`src/rtl/mc_control_unit.sv`:
```
// mc_control_unit: multicycle ARM-subset main FSM with ALU/flag decode, multiplier handshake and undefined-op detection
module mc_control_unit #(
  parameter int EN_MUL = 1,
  parameter int MUL_MAX_CYCLES = 32,
  parameter int ALUCTRL_W = 4
) (
  input  logic                 clk,
  input  logic                 reset,
  input  logic [1:0]           Op,
  input  logic [5:0]           Funct,
  input  logic [3:0]           Rd,
  input  logic [3:0]           Mul4,
  input  logic                 MulDone,
  output logic [1:0]           FlagW,
  output logic                 PCS,
  output logic                 NextPC,
  output logic                 RegW,
  output logic                 MemW,
  output logic                 IRWrite,
  output logic                 AdrSrc,
  output logic [1:0]           ResultSrc,
  output logic [1:0]           ALUSrcA,
  output logic [1:0]           ALUSrcB,
  output logic [1:0]           ImmSrc,
  output logic [1:0]           RegSrc,
  output logic [ALUCTRL_W-1:0] ALUControl,
  output logic                 MulStart,
  output logic                 MulErr,
  output logic                 Undef
);
  localparam int CW = $clog2(MUL_MAX_CYCLES + 1);
  localparam logic [3:0] FETCH = 4'd0, DECODE = 4'd1, MEMADR = 4'd2, MEMRD = 4'd3, MEMWB = 4'd4,
    MEMWR = 4'd5, EXECR = 4'd6, EXECI = 4'd7, ALUWB = 4'd8, BRANCH = 4'd9, MULSTART = 4'd10,
    MULWAIT = 4'd11, MULWB = 4'd12;
  logic [3:0] state, next, code, cmd;
  logic [CW-1:0] cnt;
  logic is_mul, alu_op, bad, test_op, arith, timeout, fetch_like;
  assign cmd = Funct[4:1];
  assign is_mul = (EN_MUL != 0) && Funct[5:1] == 5'b0 && Mul4 == 4'b1001;
  assign alu_op = state == EXECR || state == EXECI;
  assign test_op = cmd inside {4'b1000, 4'b1001, 4'b1010, 4'b1011};
  assign arith = cmd inside {4'b0100, 4'b0010, 4'b1010, 4'b1011};
  assign timeout = state == MULWAIT && !MulDone && cnt == CW'(MUL_MAX_CYCLES);
  assign fetch_like = state == FETCH || state == DECODE;
  always_comb begin
    code = 4'b0000;
    bad = 1'b0;
    case (cmd)
      4'b0100: code = 4'b0000;
      4'b0010: code = 4'b0001;
      4'b0000: code = 4'b0010;
      4'b1100: code = 4'b0011;
      4'b0001: code = 4'b0100;
      4'b1000: code = 4'b0101;
      4'b1001: code = 4'b0110;
      4'b1010: code = 4'b0111;
      4'b1011: code = 4'b1000;
      4'b1101: code = 4'b1001;
      4'b1110: code = 4'b1010;
      default: bad = 1'b1;
    endcase
  end
  always_comb begin
    next = FETCH;
    case (state)
      FETCH:    next = DECODE;
      DECODE:   next = Op == 2'b01 ? MEMADR : Op == 2'b10 ? BRANCH : Op == 2'b11 ? FETCH :
                       is_mul ? MULSTART : Funct[5] ? EXECI : EXECR;
      MEMADR:   next = Funct[0] ? MEMRD : MEMWR;
      MEMRD:    next = MEMWB;
      EXECR:    next = ALUWB;
      EXECI:    next = ALUWB;
      MULSTART: next = MULWAIT;
      MULWAIT:  next = MulDone ? MULWB : timeout ? FETCH : MULWAIT;
      default:  next = FETCH;
    endcase
  end
  always_ff @(posedge clk) begin
    if (reset) begin
      state <= FETCH;
      cnt <= '0;
    end else begin
      state <= next;
      cnt <= next != MULWAIT ? '0 : state == MULWAIT ? cnt + CW'(1) : CW'(1);
    end
  end
  assign IRWrite = state == FETCH && !reset;
  assign NextPC = state == FETCH && !reset;
  assign RegW = !reset && (state == MEMWB || state == MULWB || (state == ALUWB && !test_op && !bad));
  assign MemW = state == MEMWR && !reset;
  assign MulStart = state == MULSTART && !reset;
  assign MulErr = timeout && !reset;
  assign Undef = !reset && ((state == DECODE && Op == 2'b11) || (alu_op && bad));
  assign PCS = state == BRANCH || (RegW && Rd == 4'b1111);
  assign AdrSrc = state == MEMRD || state == MEMWR;
  assign ResultSrc = (fetch_like || state == BRANCH) ? 2'b10 : state == MEMWB ? 2'b01 :
                     state == MULWB ? 2'b11 : 2'b00;
  assign ALUSrcA = fetch_like ? 2'b01 : 2'b00;
  assign ALUSrcB = fetch_like ? 2'b10 : (state == MEMADR || state == EXECI || state == BRANCH) ? 2'b01 : 2'b00;
  assign ImmSrc = Op;
  assign RegSrc = {Op == 2'b01 && !Funct[0], Op == 2'b10};
  assign ALUControl = alu_op ? ALUCTRL_W'(code) : '0;
  assign FlagW = {(alu_op || state == MULWB) && Funct[0], alu_op && Funct[0] && arith};
endmodule
```
`config.mk`:
```
export PLATFORM = sky130hd
export DESIGN_NAME = mc_control_unit
export DESIGN_NICKNAME = d
export VERILOG_FILES = /design/src/rtl/mc_control_unit.sv
export SDC_FILE = /design/constraint.sdc
export NUM_CORES = 1
export LEC_CHECK = 0
export CORE_UTILIZATION = 45
export CTS_CLUSTER_SIZE = 30
export DETAILED_ROUTE_END_ITERATION = 16
export PLACE_DENSITY = 0.85
export REMOVE_ABC_BUFFERS = 1
export SYNTH_ARGS = -nofsm -noshare
export SYNTH_HDL_FRONTEND = slang
export SYNTH_SLANG_ARGS = --single-unit
```
`constraint.sdc`:
```
create_clock -name clk -period 3 [get_ports clk]
set_input_delay 0.6 -clock clk [delete_from_list [all_inputs] [get_ports clk]]
set_output_delay 0.6 -clock clk [all_outputs]
set_load 0.01 [all_outputs]
```
# == Yosys cells after proc, flatten, opt, wreduce, memory -nomap -nowiden ==
# Cells that the tools add are included.
# totals
ff_bits,10
output_inout_bits,25
# op_classes
addsub,1
eq_ne,29
muxes,19
bitwise_logic,1
reduce_logical,42
# op_table
op,n
$eq A4 B4 Y1 const B,14
$pmux W4 S10,1
$mux W4,7
$pmux W4 S7,1
$eq A4 B3 Y1 const B,5
$logic_and A1 B1 Y1,18
$eq A4 B2 Y1 const B,3
$logic_or A1 B1 Y1,11
$reduce_or A11 Y1,1
$eq A4 B1 Y1 const B,2
$logic_not A4 Y1,2
$mux W2,4
$reduce_bool A4 Y1,2
$add A6 B1 Y6 const B,1
$eq A6 B6 Y1 const B,1
$logic_not A5 Y1,1
$mux W1,5
$eq A2 B2 Y1 const B,2
$logic_not A1 Y1,4
$ne A4 B4 Y1 const B,1
$reduce_or A2 Y1,2
$mux W3,1
$reduce_or A3 Y1,1
$eq A2 B1 Y1 const B,1
$not A1 Y1,1

# == Longest topological paths before layout ==
# Gate-level depths: netlist of the first run.
# logic_depth
word_depth,9
depth_mapped,6
mapped_depth_nobuf,6

# == Worst setup path before layout of the first run ==
# Ideal clock, no wire load.
# synth_timing
path_type,input -> output
start,in Funct[3]
end,out PCS
arrival_ns,1.820
slack_ns,0.580
stages,6
path_cell_list,clkbuf_1 -> nor2b_1 -> o21ai_0 -> a41oi_1 -> nor4_1 -> a2bb2o_1
# synth_via
elab_chain_cells,9
word_cells_on_any_way,20
cone_classes,eq/ne (10); reduce/logical (10)
# synth_lines
element,line_no,rtl
"start, declared",10,"input logic [5:0] Funct,"
$eq A4 B4 Y1,"41, 48",
$reduce_bool A4 Y1,41,"assign test_op = cmd inside {4'b1000, 4'b1001, 4'b1010, 4'b1011};"
$logic_not A1 Y1,89,assign RegW = !reset && (state == MEMWB || state == MULWB || (state == ALUWB && !test_op && !bad));
$logic_and A1 B1 Y1,89,
$logic_and A1 B1 Y1 *,89,
$logic_or A1 B1 Y1 *,89,
$logic_and A1 B1 Y1 *,89,
net RegW,17,"output logic RegW,"
$logic_and A1 B1 Y1 *,94,assign PCS = state == BRANCH || (RegW && Rd == 4'b1111);
$logic_or A1 B1 Y1 *,94,
"end, declared",15,"output logic PCS,"
# Mark *: on every way through the listed nets, which the timed path passes. The rest lies on a longest branch.

# == Worst setup path in the final report of the first run ==
# layout_timing
start,in Funct[2]
end,out PCS
# layout_via
elab_chain_cells,9
word_cells_on_any_way,20
cone_classes,eq/ne (10); reduce/logical (10)
# layout_lines
element,line_no
$eq A4 B4 Y1,"41, 48"
$reduce_bool A4 Y1,41
$logic_not A1 Y1,89
$logic_and A1 B1 Y1,89
$logic_and A1 B1 Y1 *,89
$logic_or A1 B1 Y1 *,89
$logic_and A1 B1 Y1 *,89
$logic_and A1 B1 Y1 *,94
$logic_or A1 B1 Y1 *,94
# Mark *: on every way between the ends. The rest lies on a longest branch, timed or not.

==> out/results.tsv, run 1 <==
stage	metric	value	unit
run_status	outcome	finished, final reports clean	
worst_setup_path	cp.arrival	2.34	ns
worst_setup_path	slowest_stage	clkdlybuf4s50_1	
placement	place.gp.congestion	0.851	
route	drcViolationCount	0	
yosys	syn_inst	138	
route	drt-initial-drc-count	38	
yosys	syn_area	987	um^2
sta	fmax	340	MHz
yosys	synth_ff_type	dfxtp_1	
floorplanning	pin_count	44	
cells_and_area	fin_cells	208	
yosys	yosysTopAreaCell	dfxtp_1	
floorplanning	dieArea	2380	um^2
power	total_leakage_power	0.588	nW
sta	slew_violations	0	
worst_setup_path	critPathMaxStageDelay	0.53	ns
sta	hold_violations	0	
worst_setup_path	critPathMaxFanout	7	
clock_tree	root_buffer	clkbuf_4	
route	ant_nets	0	
yosys	synthMuxAreaShare	2.03	%
yosys	synthXorXnorAreaFrac	7.10	%
cells_and_area	drive_gt1_share	12.7	%
sta	tightest_slew	0.595	ns
yosys	synth_top_area_share	20.3	%
clock_tree	cts_tree	done	
sta	period_share	98.0	%
yosys	synthTopCellsByArea	dfxtp_1 (20%), nor2_1 (7.6%), xnor2_1 (5.3%)	
floorplanning	die_x	48.8	um
worst_setup_path	worst-path-buf-inv	2	
clock_tree	cts_sinks	10	
worst_setup_path	start_kind	input port	
clock_tree	worst_skew_pair.late_latency	0.28	ns
worst_setup_path	crit_chain	dlygate4sd2_1 -> o21ai_1 -> a41oi_1 -> nor4_2 -> a2bb2o_1 -> clkdlybuf4s50_1	
yosys	async_flop_share	0	%
global_route	antenna_found_initial	0	
sta	relSlewSlack	59.8	%
clock_tree	cts_buffers	3	
worst_setup_path	endpoint_kind	primary output	
clock_tree	clkTransAtPathRegs	0.06	ns
placement	hpwlAfterDp	2280	um
route	viasPerCell	5.59	
route	dr_total_vias	1163	
cells_and_area	syn_to_final_growth	50.7	%
cells_and_area	fin_util	74.3	%
route	dr.pass1.iters	5	
yosys	synth_top_family_by_area	simple AND/OR/NAND/NOR gates	
yosys	yosysSeqAreaShare	20.3	%
floorplanning	fp-row-count	16	
clock_tree	clock_path_buffers	2	
power	ir_drop	224	uV
yosys	synth-edff-count	0	
worst_hold_path	hold_path_class	reg -> reg	
yosys	ys_ff_latch	10	
sta	setup_viol	0	
global_route	grtUsageTotal	27.2	%
global_route	grt_pass1_wl	5040	um
floorplanning	start_util	49.3	%
worst_setup_path	crit_required	2.40	ns
route	wl	3030	um
yosys	yosysUniqueCellTypes	43	
cells_and_area	nets	204	
flow_run	maxCapViolations	0	
sta	min_period	2.94	ns
worst_setup_path	crit_type	in -> out	
global_route	grt_max_degree	18	
power	p_per_area	295	nW/um^2
floorplanning	core	2000	um^2
yosys	yosysWarningCount	0	
yosys	synth_fa_ha_area_share	2.53	%
route	wl_per_cell	14.6	um
placement	io_buffers	42	
global_route	first_global_vias	1170	
worst_setup_path	path_delay_family	buffers and inverters	
floorplanning	die_y	48.8	um
yosys	synth.avg_cell_area	7.15	um^2
clock_tree	cts_post_setup_buffers_inserted	0	
clock_tree	h-tree-depth	1	
yosys	synthSimpleGateAreaFrac	37.0	%
cells_and_area	n_antenna_cell	0	
global_route	gr-total-overflow	0	
placement	place_inst	205	
sta	finalClockSkew	0.00379	ns
yosys	synth_compound_area_share	19.6	%
## layer usage
metal / GRT usage (%) / part of all wire, % / vias to the layer above
li1: - / - / 567
met1: 31.5 / 40 / 546
met2: 50.5 / 54 / 48
met3: 2.80 / 5.0 / 2
met4: 10.8 / 1.1 / 0
met5: 0 / 0 / -
## tightest hold or removal path, cell delays in order, from the launching register on
cell and delay [ns]:
dfxtp_1 0.34, xor2_1 0.07, nor2_1 0.07
## registers in the layout, indices dropped and copies added (netlist names)
signal  cells
cnt         6
state       4
## power breakdown
part           internal [W]  switching [W]
sequential         0.000138     0.00000983
clock             0.0000466      0.0000492
combinational      0.000104      0.0000903
## placed cells by master, fill, tap and decap left out, drive strengths merged, types with 2 or more instances in the layout
cell type      Yosys  layout
clkdlybuf4s50      0      35
nor2              20      20
buf                7      12
dfxtp             10      10
nand2              9       9
inv                7       7
a21oi              7       7
xnor2              6       6
nor3               5       5
nor2b              5       5
o21ai              5       5
nor4               5       5
nand2b             4       4
nor3b              4       4
dlygate4sd2        0       4
nand3              3       3
clkbuf             7       3
dlymetal6s2s       0       3
and3               3       3
mux2i              2       2
a211oi             2       2
or2                2       2
o22a               2       2
xor2               2       2
o2bb2ai            2       2
ha                 2       2
## worst paths after layout
path | startpoint | endpoint | slack, ns | cells after the start
worst max register to register | state[1] | cnt[0] | 0.99 | 4
worst min register to register | cnt[5] | cnt[5] | 0.52 | 2
worst max-delay path | Funct[2] | PCS | 0.06 | 6
worst min-delay path | cnt[5] | cnt[5] | 0.52 | 2
## area by class of cell
type | count | area, um^2
clock buffer | 3 | 22.5
sequential | 10 | 200
timing repair buffer | 54 | 513
tap | 27 | 33.8
fill | 152 | 514
multi-input combinational | 107 | 692
inverter | 7 | 26.3
## cells in the mapped netlist (3+ instances only)
| cell type | instances |
|---|---|
| dfxtp_1 | 10 |
| nand2_1 | 9 |
| nand2b_1 | 4 |
| nor3_1 | 5 |
| nor2_1 | 20 |
| xnor2_1 | 6 |
| nor3b_1 | 4 |
| o21ai_0 | 5 |
| a21oi_1 | 7 |
| nand3_1 | 3 |
| nor4_1 | 4 |
| nor2b_1 | 5 |
| clkbuf_1 | 7 |
| inv_1 | 7 |
| buf_4 | 6 |
## metrics by stage
| step | setup TNS (ns) | hold slack, ns | instance area, um^2 | setup slack [ns] | power, W |
|---|---|---|---|---|---|
| 2_1_floorplan | 0 | 0.471 | 905 | 0.780 | 0.000236 |
| 4_1_cts | -0.0675 | 0.510 | 1470 | -0.0675 | 0.000437 |
| 3_5_place_dp | -0.311 | 0.496 | 1450 | -0.135 | 0.000341 |
| 5_1_grt | -0.0119 | 0.603 | 1490 | -0.0119 | 0.000461 |
| 6_report | 0 | 0.518 | 1490 | 0.0591 | 0.000438 |
| 3_3_place_gp | -0.0567 | 0.488 | 1450 | -0.0451 | 0.000337 |
## what timing repair did
action / in CTS / in global routing
hold buffers: 0 / 0
gates cloned: 0 / 0
endpoints found under the setup margin: 5 / 3
pin swaps: 0 / 2
gates resized for setup: 6 / 5
## cells by family after synthesis
family,Yosys count
AOI/OAI and AO/OA,28
xor gates and xnor gates,8
adders and majority gates,2
buffers and inverters,21
DFF,10
muxes,2
other,1
and+or+nand+nor,66
Note: power is estimated with default switching activity, not from simulation.
==> run 2: changes to the inputs <==
--- a/config.mk
+++ b/config.mk
@@ -5,6 +5,7 @@
 export SDC_FILE = /design/constraint.sdc
 export NUM_CORES = 1
 export LEC_CHECK = 0
+export CORE_MARGIN = 3
 export CORE_UTILIZATION = 45
 export CTS_CLUSTER_SIZE = 30
 export DETAILED_ROUTE_END_ITERATION = 16
==> run 2 against run 1 <==
  * Clock skew rose by 0.0060 ns
  * Non-clock buffer count fell by 2
  * Cell area rose by 0.42%
==> out/results.tsv, run 2 (synthesis gave the netlist of run 1 again) <==
stage	metric	value	unit	change
run_status	outcome	finished, final reports clean		
power	ir_drop	232	uV	+3.6%
power	total_leakage_power	0.627	nW	+6.7%
sta	tightest_slew	0.551	ns	-0.0440 ns
cells_and_area	top_regs	cnt x6, state x4		
clock_tree	worst_skew_pair.late_latency	0.27	ns	about the same
sta	min_period	2.87	ns	-0.0686 ns
global_route	antenna_found_initial	0		unchanged
worst_hold_path	hp-start	cnt[5]		
global_route	grt_pass1_wl	4730	um	-6.1%
clock_tree	hold_buffers	0		unchanged
route	wl_per_cell	14.7	um	+0.65%
route	wl	3040	um	+0.16%
sta	rsz0062_at_grt	false		
placement	hpwlAfterDp	2300	um	+0.96%
route	drcViolationCount	0		unchanged
placement	place.gp.congestion	0.901		+6.0%
clock_tree	cts_buffers	3		unchanged
worst_hold_path	min_to	cnt[5]		
sta	tns	0	ns	unchanged
worst_hold_path	hold_path_class	reg -> reg		
power	design_power_total	0.000465	W	+6.0%
worst_setup_path	reg2reg_depth	4		unchanged
sta	finalClockSkew	0.00979	ns	+0.00599 ns
cells_and_area	top_register	cnt		
placement	io_buffers	42		unchanged
global_route	first_global_vias	1068		-8.7%
worst_setup_path	crit_type	in -> out		
worst_setup_path	rrSetupSlack	0.98	ns	about the same
route	ant_nets	0		unchanged
cells_and_area	final_cell_area	1490	um^2	+0.42%
placement	dpl_cell_area	1430	um^2	-1.0%
sta	fmax	348	MHz	+2.4%
sta	period_share	95.7	%	-2.3 points
floorplanning	fp-row-count	16		unchanged
worst_setup_path	crit_required	2.40	ns	about the same
cells_and_area	final_common_cell	clkdlybuf4s50_1		
global_route	grt_use_met2	40.1	%	-10 points
global_route	grtUsageTotal	22.7	%	-4.5 points
cells_and_area	largest_reg_flops	6		unchanged
floorplanning	core	2020	um^2	+1.0%
global_route	met1_usage	26.6	%	-5.0 points
route	dr.pass1.iters	4		-1
clock_tree	root_buffer	clkbuf_4		
worst_setup_path	reg2reg_to	cnt[0]		
sta	hold_violations	0		unchanged
route	dr_total_vias	1177		+1.2%
placement	dp_slack	-0.131	ns	+0.00399 ns
worst_setup_path	critPathMaxFanout	4		-3
cells_and_area	n_fill_cell	156		+2.6%
flow_run	maxCapViolations	0		unchanged
clock_tree	h-tree-depth	1		unchanged
global_route	busiest_layer	met2		
clock_tree	cts_tree	done		
worst_setup_path	endpoint_kind	primary output		
global_route	use_met3	7.41	%	+4.6 points
sta	slew_violations	0		unchanged
cells_and_area	syn_to_final_growth	51.3	%	
sta	relSlewSlack	62.8	%	+3.0 points
floorplanning	die_y	52.8	um	+8.2%
clock_tree	cts_sinks	10		unchanged
floorplanning	dieArea	2790	um^2	+17%
route	viasPerCell	5.69		+1.7%
worst_setup_path	r2r-start	state[1]		
floorplanning	pin_count	44		unchanged
clock_tree	clkTransAtPathRegs	0.08	ns	+0.02 ns
route	drt-initial-drc-count	37		-2.6%
global_route	gr-total-overflow	0		unchanged
clock_tree	clock_path_buffers	2		unchanged
power	p_per_area	311	nW/um^2	+5.6%
sta	whs	0.532	ns	+0.0134 ns
floorplanning	die_x	52.8	um	+8.2%
cells_and_area	n_antenna_cell	0		unchanged
worst_setup_path	start_kind	input port		
worst_setup_path	cp.arrival	2.27	ns	-0.07 ns
cells_and_area	nets	202		-0.98%
cells_and_area	drive_gt1_share	13.3	%	+0.63 points
cells_and_area	layout_common_cells	clkdlybuf4s50_1 (35), nor2_1 (19), buf_4 (10)		
floorplanning	start_util	48.8	%	-0.49 points
worst_hold_path	holdPathStages	2		unchanged
sta	setup_viol	0		unchanged
sta	setup_ws	0.128	ns	+0.0686 ns
clock_tree	cts_post_setup_buffers_inserted	0		unchanged
global_route	grt_max_degree	18		unchanged
-- run 2: critical path: stages --
cell and delay, ns:
clkdlybuf4s50_1 0.52, nor2b_4 0.18, o21ai_0 0.09, a41oi_1 0.25
nor4_2 0.08, a2bb2o_1 0.27, dlygate4sd2_1 0.28
-- run 2: final cells by class --
class | count | area (um^2) | area share, %
clock buffers | 4 | 36.3 | 2.43
inverters | 7 | 26.3 | 1.76
multi-input cells | 107 | 694 | 46.5
flip-flops and latches | 10 | 201 | 13.5
well taps | 27 | 33.8 | 2.26
repair buffers | 52 | 502 | 33.6
-- run 2: power breakdown --
group	leakage (nW)	internal, W	switching, W	total [W]
Clock	0.0210	0.0000737	0.0000520	0.000126
Sequential	0.0815	0.000138	0.0000124	0.000151
Combinational	0.525	0.000103	0.0000854	0.000188
-- run 2: worst max path at each step --
stage	startpoint	to	slack [ns]	depth (start not counted)
5_1_grt	Funct[4]	PCS	0.02	7
6_report	Funct[3]	PCS	0.13	7
3_5_place_dp	Funct[2]	ALUControl[3]	-0.13	5
4_1_cts	Funct[3]	Undef	0.02	8
2_1_floorplan	Funct[3]	PCS	0.78	5
3_3_place_gp	Funct[3]	PCS	-0.04	7
-- run 2: timing repair --
item                                    4_1_cts  5_1_grt
gates resized for setup                       6        6
endpoints found under the setup margin        5        5
pin swaps                                     0        1
-- run 2: per-stage QoR --
stage | util, % | cells
floorplan | - | 124
CTS | 73.0 | 207
global route | 73.9 | 207
global placement | 70.9 | 203
finish | 73.9 | 207
detailed placement | 70.9 | 203
-- run 2: routing by layer --
| metal | up-vias | routed length, um |
|---|---|---|
| met5 | - | 0 |
| met1 | 550 | 1220 |
| met3 | 7 | 227 |
| met4 | 0 | 35 |
| li1 | 564 | - |
| met2 | 56 | 1560 |
